<file path="config.mk">
export PLATFORM = sky130hd
export DESIGN_NAME = uc_dispatch_flat
export DESIGN_NICKNAME = d
export VERILOG_FILES = /design/src/rtl/uc_dispatch_if.sv /design/src/rtl/uc_dispatch.sv /design/src/flat_wrapper.sv
export SDC_FILE = /design/constraint.sdc
export NUM_CORES = 1
export LEC_CHECK = 0
export CELL_PAD_IN_SITES_DETAIL_PLACEMENT = 0
export CELL_PAD_IN_SITES_GLOBAL_PLACEMENT = 1
export CORE_MARGIN = 10
export CORE_UTILIZATION = 39
export DETAILED_ROUTE_END_ITERATION = 8
export GPL_TIMING_DRIVEN = 1
export PLACE_DENSITY_LB_ADDON = 0.2
export REMOVE_ABC_BUFFERS = 1
export SLEW_MARGIN = 30
export SYNTH_ARGS = -nofsm -noshare
export SYNTH_HDL_FRONTEND = slang
export SYNTH_SLANG_ARGS = --single-unit
</file>
<file path="constraint.sdc">
create_clock -name clk -period 2.1 [get_ports clk]
set_input_delay 0.42 -clock clk [delete_from_list [all_inputs] [get_ports clk]]
set_output_delay 0.42 -clock clk [all_outputs]
set_load 0.03 [all_outputs]
</file>
<file path="src/rtl/uc_dispatch_if.sv">
// Unit-clause dispatch bus.
// Bundles the queue-side handshake (ucq_empty, ucq2eng, ucq_pop) and the
// engine-side handshake (eng_valid, eng_lit, eng_ready).
//   master : the dispatcher (pops the queue, offers literals to the engine)
//   slave  : the environment (queue + engine)
// W is the literal width: bit W-1 is polarity (1 = negative), W-2:0 the variable.
interface uc_dispatch_if #(
   parameter int unsigned W = 5
);
   logic         ucq_empty;
   logic [W-1:0] ucq2eng;
   logic         ucq_pop;
   logic         eng_valid;
   logic [W-1:0] eng_lit;
   logic         eng_ready;

   modport master (
      input  ucq_empty,
      input  ucq2eng,
      input  eng_ready,
      output ucq_pop,
      output eng_valid,
      output eng_lit
   );

   modport slave (
      output ucq_empty,
      output ucq2eng,
      output eng_ready,
      input  ucq_pop,
      input  eng_valid,
      input  eng_lit
   );
endinterface

</file>
<file path="src/rtl/uc_dispatch.sv">
// Unit-clause dispatcher.
// Pops literals from the unit-clause queue, filters duplicates, detects
// opposite-polarity conflicts and forwards new literals to the engine.
//   clk, rst_n    : clock, asynchronous active-low reset
//   flush         : synchronous clear of all dispatch state
//   bus           : queue + engine handshakes (master side)
//   conflict      : sticky conflict flag, conflict_var its variable
//   dispatch_cnt  : literals accepted by the engine (saturating)
//   drop_cnt      : duplicate literals dropped (saturating)
module uc_dispatch #(
   parameter int unsigned UC_LENGTH = 16,
   parameter int unsigned CNT_W     = 8
) (
   input  logic                         clk,
   input  logic                         rst_n,
   input  logic                         flush,
   uc_dispatch_if.master                bus,
   output logic                         conflict,
   output logic [$clog2(UC_LENGTH)-1:0] conflict_var,
   output logic [CNT_W-1:0]             dispatch_cnt,
   output logic [CNT_W-1:0]             drop_cnt
);

   localparam int unsigned W  = $clog2(UC_LENGTH) + 1;
   localparam int unsigned VW = W - 1;

   typedef enum logic [1:0] {StIdle, StCheck, StSend, StConfl} state_t;

   state_t             state, state_nxt;
   logic [W-1:0]       lit_r;
   logic [W-1:0]       eng_lit_r;
   logic [UC_LENGTH-1:0] seen;
   logic [UC_LENGTH-1:0] pol;

   logic [VW-1:0] var_idx;
   logic          polarity;
   logic          in_range;
   logic          pop, mark, drop, confl, disp;

   assign var_idx  = lit_r[VW-1:0];
   assign polarity = lit_r[W-1];
   assign in_range = (32'(var_idx) < UC_LENGTH);

   always_comb begin
      state_nxt = state;
      pop       = 1'b0;
      mark      = 1'b0;
      drop      = 1'b0;
      confl     = 1'b0;
      disp      = 1'b0;
      case (state)
         StIdle: begin
            // rst_n gate keeps pop low while reset holds the FSM in idle
            if (!bus.ucq_empty && !flush && rst_n) begin
               pop       = 1'b1;
               state_nxt = StCheck;
            end
         end
         StCheck: begin
            // out-of-range variables behave as duplicates, bitmap untouched
            if (!in_range) begin
               drop      = 1'b1;
               state_nxt = StIdle;
            end else if (!seen[var_idx]) begin
               mark      = 1'b1;
               state_nxt = StSend;
            end else if (pol[var_idx] == polarity) begin
               drop      = 1'b1;
               state_nxt = StIdle;
            end else begin
               confl     = 1'b1;
               state_nxt = StConfl;
            end
         end
         StSend: begin
            if (bus.eng_ready) begin
               disp      = 1'b1;
               state_nxt = StIdle;
            end
         end
         StConfl: state_nxt = StConfl;
         default: state_nxt = StIdle;
      endcase
      if (flush) begin
         state_nxt = StIdle;
      end
   end

   always_ff @(posedge clk or negedge rst_n) begin
      if (!rst_n) begin
         state <= StIdle;
      end else begin
         state <= state_nxt;
      end
   end

   always_ff @(posedge clk or negedge rst_n) begin
      if (!rst_n) begin
         lit_r        <= '0;
         eng_lit_r    <= '0;
         seen         <= '0;
         pol          <= '0;
         conflict     <= 1'b0;
         conflict_var <= '0;
         dispatch_cnt <= '0;
         drop_cnt     <= '0;
      end else if (flush) begin
         seen         <= '0;
         pol          <= '0;
         conflict     <= 1'b0;
         conflict_var <= '0;
         dispatch_cnt <= '0;
         drop_cnt     <= '0;
      end else begin
         if (pop) begin
            lit_r <= bus.ucq2eng;
         end
         if (mark) begin
            seen[var_idx] <= 1'b1;
            pol[var_idx]  <= polarity;
            // eng_lit only changes when a new literal is offered
            eng_lit_r     <= lit_r;
         end
         if (drop && (drop_cnt != '1)) begin
            drop_cnt <= drop_cnt + 1'b1;
         end
         if (confl) begin
            conflict     <= 1'b1;
            conflict_var <= var_idx;
         end
         if (disp && (dispatch_cnt != '1)) begin
            dispatch_cnt <= dispatch_cnt + 1'b1;
         end
      end
   end

   assign bus.ucq_pop   = pop;
   assign bus.eng_valid = (state == StSend);
   assign bus.eng_lit   = eng_lit_r;

endmodule

</file>
<file path="src/flat_wrapper.sv">
// flat-port wrapper written by rule: the top's interface ports become plain ports
module uc_dispatch_flat 
#(
   parameter int unsigned UC_LENGTH = 16,
   parameter int unsigned CNT_W     = 8
)
  (clk, rst_n, flush, conflict, conflict_var, dispatch_cnt, drop_cnt, bus_ucq_empty, bus_ucq2eng, bus_eng_ready, bus_ucq_pop, bus_eng_valid, bus_eng_lit);
  uc_dispatch_if #(.W(5)) bus_i ();
  input  logic clk;
  input  logic rst_n;
  input  logic flush;
  output logic conflict;
  output logic [$clog2(UC_LENGTH)-1:0] conflict_var;
  output logic [CNT_W-1:0] dispatch_cnt;
  output logic [CNT_W-1:0] drop_cnt;
  input wire logic [$bits(bus_i.ucq_empty)-1:0] bus_ucq_empty;
  input wire logic [$bits(bus_i.ucq2eng)-1:0] bus_ucq2eng;
  input wire logic [$bits(bus_i.eng_ready)-1:0] bus_eng_ready;
  output wire logic [$bits(bus_i.ucq_pop)-1:0] bus_ucq_pop;
  output wire logic [$bits(bus_i.eng_valid)-1:0] bus_eng_valid;
  output wire logic [$bits(bus_i.eng_lit)-1:0] bus_eng_lit;
  assign bus_i.ucq_empty = bus_ucq_empty;
  assign bus_i.ucq2eng = bus_ucq2eng;
  assign bus_i.eng_ready = bus_eng_ready;
  assign bus_ucq_pop = bus_i.ucq_pop;
  assign bus_eng_valid = bus_i.eng_valid;
  assign bus_eng_lit = bus_i.eng_lit;
  uc_dispatch #(.UC_LENGTH(UC_LENGTH), .CNT_W(CNT_W)) u_core (.clk(clk), .rst_n(rst_n), .flush(flush), .bus(bus_i), .conflict(conflict), .conflict_var(conflict_var), .dispatch_cnt(dispatch_cnt), .drop_cnt(drop_cnt));
endmodule
</file>
==> results.json <==
{
  "layout_common_cells": "dfrtp_1, nor2_1, buf_4",
  "number_of_cts_inserted_buffers": 9,
  "achievable-frequency_mhz": 417.0,
  "max-vdd-ir-drop_mv": 0.3480,
  "syn-cell-area_mm2": 0.003251,
  "p_leak_nw": 1.990,
  "outcome": "finished, violations left",
  "worst-setup-path-type": "reg -> reg",
  "yosys_warnings": 0,
  "drv.max_cap_violation_count": 0,
  "syn_area_per_cell_um2": 9.941,
  "grt_first_pass_wirelength_mm": 13.86,
  "fp.dieArea_mm2": 0.01239,
  "final_hold_viol_count": 0,
  "clock-sinks": 65,
  "cp.required_ps": 2370,
  "rsz0062_at_grt": "yes",
  "post-route-drc-count": 0,
  "cp_data_arrival_time_ps": 2670,
  "violated_checks": "negative setup slack",
  "core.rowCount": 33,
  "hold_buffers": 0,
  "report.final.slew_viol_count": 0,
  "grt_pass1_vias": 2774,
  "placed_cells": 493,
  "final_layout_size_suffix_gt1_frac": 0.2802,
  "gr-usage-all-layers": 0.1344,
  "worst_min_delay_path_category": "in -> async",
  "critical_path_capture_point_type": "flop",
  "fin_crit_sh": 1.142,
  "worst_pin_slew_ps": 829.8,
  "insertion_delay_ps": 340,
  "place_congestion": 0.7624,
  "final_cell_area_mm2": 0.004513,
  "numPortBuffers": 37,
  "clk_pin_slew_ps": 70,
  "yosysUniqueCellTypes": 39,
  "detailedRoute.firstIterationViolations": 93,
  "detail_route.wl_per_cell_um": 15.79,
  "die_h_um": 111.3,
  "dp_area_mm2": 0.003988,
  "fin_cells": 519,
  "remaining_global_route_overflow": 0,
  "ys_ff_latch": 65,
  "cts-htree-levels": 3,
  "synthToLayoutAreaGrowth_pct": 38.84,
  "grt_start_max_net_pins": 66,
  "layout.cells.most_common": "dfrtp_1",
  "layout.nets": 422,
  "num-fill-cells": 752,
  "dieWidth_um": 111.3,
  "synthCells": 327,
  "synthArstFlopShare": 1.000,
  "antenna_violations_before_repair": 0,
  "seq_total_area_yosys": 0.5004,
  "post_layout_min_period_ps": 2398,
  "cts_tree": "built",
  "fin_ws_ps": -298.1,
  "clock-root-buffer": "clkbuf_8",
  "num_antenna_cells": 0,
  "ys.flop_type": "dfrtp_1",
  "clockBufferDepth": 2,
  "core_area_mm2": 0.008175,
  "place.detailed.hpwl_mm": 5.553,
  "setup_violations": 18,
  "power.density_cell_area_mw_per_mm2": 765.0,
  "clock_skew_ps": 11.76,
  "detail_route.wirelength_mm": 8.194,
  "timing.slew.headroom": 0.4468,
  "synth_enable_flop_cells": 0,
  "cp-start-kind": "flop",
  "route.vias.total": 2659,
  "drt-vias-per-instance": 5.123,
  "start_util": 0.3976,
  "first_drt_pass_iteration_count": 4,
  "route.antenna.remaining_nets": 0,
  "critical_path_peak_fanout": 5,
  "fin_hold_ws_ps": 267.7,
  "num_io_pins": 38
}
[final cells by class]
cell class | instances | area (um^2) | share of cell area
clock buffers | 12 | 155.1 | 0.03438
multi-input cells | 234 | 1687 | 0.3737
repair buffers | 93 | 844.6 | 0.1871
flip-flops and latches | 65 | 1629 | 0.3610
clock inverters | 3 | 40.04 | 0.008872
well taps | 105 | 131.4 | 0.02911
inverters | 7 | 26.28 | 0.005822
[flip-flops by register name, summed over array words and instances, names as in the netlist, 2 cells and up]
signal	flops
u_core.pol	16
u_core.seen	16
u_core.dispatch_cnt	8
u_core.drop_cnt	8
u_core.bus.eng_lit	5
u_core.lit_r	5
u_core.conflict_var	4
u_core.state	2
[what timing repair did]
action                                  4_1_cts  5_1_grt
endpoints found under the setup margin       29       27
pin swaps                                     2       11
gates cloned                                  0        1
gates resized for setup                      28       26
buffers inserted                              4        6
[routing by layer]
layer	routed length, um	up-vias	track usage
li1	-	1282	-
met1	3695	1331	0.1645
met2	4136	37	0.2255
met3	295	9	0.03301
met4	67	0	0.04370
met5	0	-	0
[stage by stage]
step	utilization	worst slack [ps]	power, mW	setup TNS [ps]
finish	0.5520	-298.1	3.452	-3822
global route	0.5520	-366.2	3.624	-5206
CTS	0.5303	-288.1	3.387	-3560
detailed placement	0.4878	-289.8	2.245	-4988
global placement	0.4878	-281.1	2.236	-4375
floorplan	-	-428.7	1.794	-5140
[cell usage after synthesis (3+ instances only)]
library cell / instances / area share
nor2_1: 51 / 0.059
or3_1: 5 / 0.0096
nand2b_1: 8 / 0.015
nand3_1: 14 / 0.022
nor3_1: 7 / 0.011
o21ai_0: 7 / 0.011
clkbuf_1: 13 / 0.015
nor3b_1: 3 / 0.0069
nand2_1: 38 / 0.044
a21oi_1: 24 / 0.037
inv_1: 7 / 0.0081
buf_2: 4 / 0.0062
dfrtp_1: 65 / 0.50
xnor2_1: 3 / 0.0081
nor2b_1: 7 / 0.013
mux2_2: 5 / 0.017
mux2i_1: 25 / 0.077
mux4_2: 6 / 0.042
and3_1: 4 / 0.0077
[cells by family after synthesis]
logic type                 synth area share
muxes                                0.1590
AOI/OAI and AO/OA                   0.06428
DFF                                  0.5004
xor gates and xnor gates            0.01578
buffers and inverters               0.03965
and+or+nand+nor                      0.2132
adders and majority gates          0.007697
[worst paths after layout]
path | from | endpoint | slack [ps] | cells after the start
min | rst_n | u_core.dispatch_cnt[4] | 270 | 2
min reg2reg | u_core.seen[7] | u_core.seen[7] | 490 | 2
max in group asynchronous | rst_n | u_core.lit_r[0] | 1240 | 2
max reg2reg | u_core.lit_r[1] | u_core.drop_cnt[7] | -300 | 8
max | u_core.lit_r[1] | u_core.drop_cnt[7] | -300 | 8
min in group clk | u_core.seen[7] | u_core.seen[7] | 490 | 2
[report_power, final]
group | leakage [nW] | total [mW] | internal, mW | switching [mW]
sequential | 0.891 | 1.42 | 1.33 | 0.0849
combinational | 0.997 | 0.959 | 0.481 | 0.477
clock | 0.102 | 1.07 | 0.603 | 0.471
total | 1.99 | 3.45 | 2.42 | 1.03
[critical path, cell delays in order, from the launching register on]
cell	delay, ps
dfrtp_2	440
clkbuf_16	170
mux2i_1	120
mux4_2	490
mux2i_4	220
xor2_4	140
buf_6	160
or4_4	470
a21oi_2	120
Power figures use the tool's default switching activity.
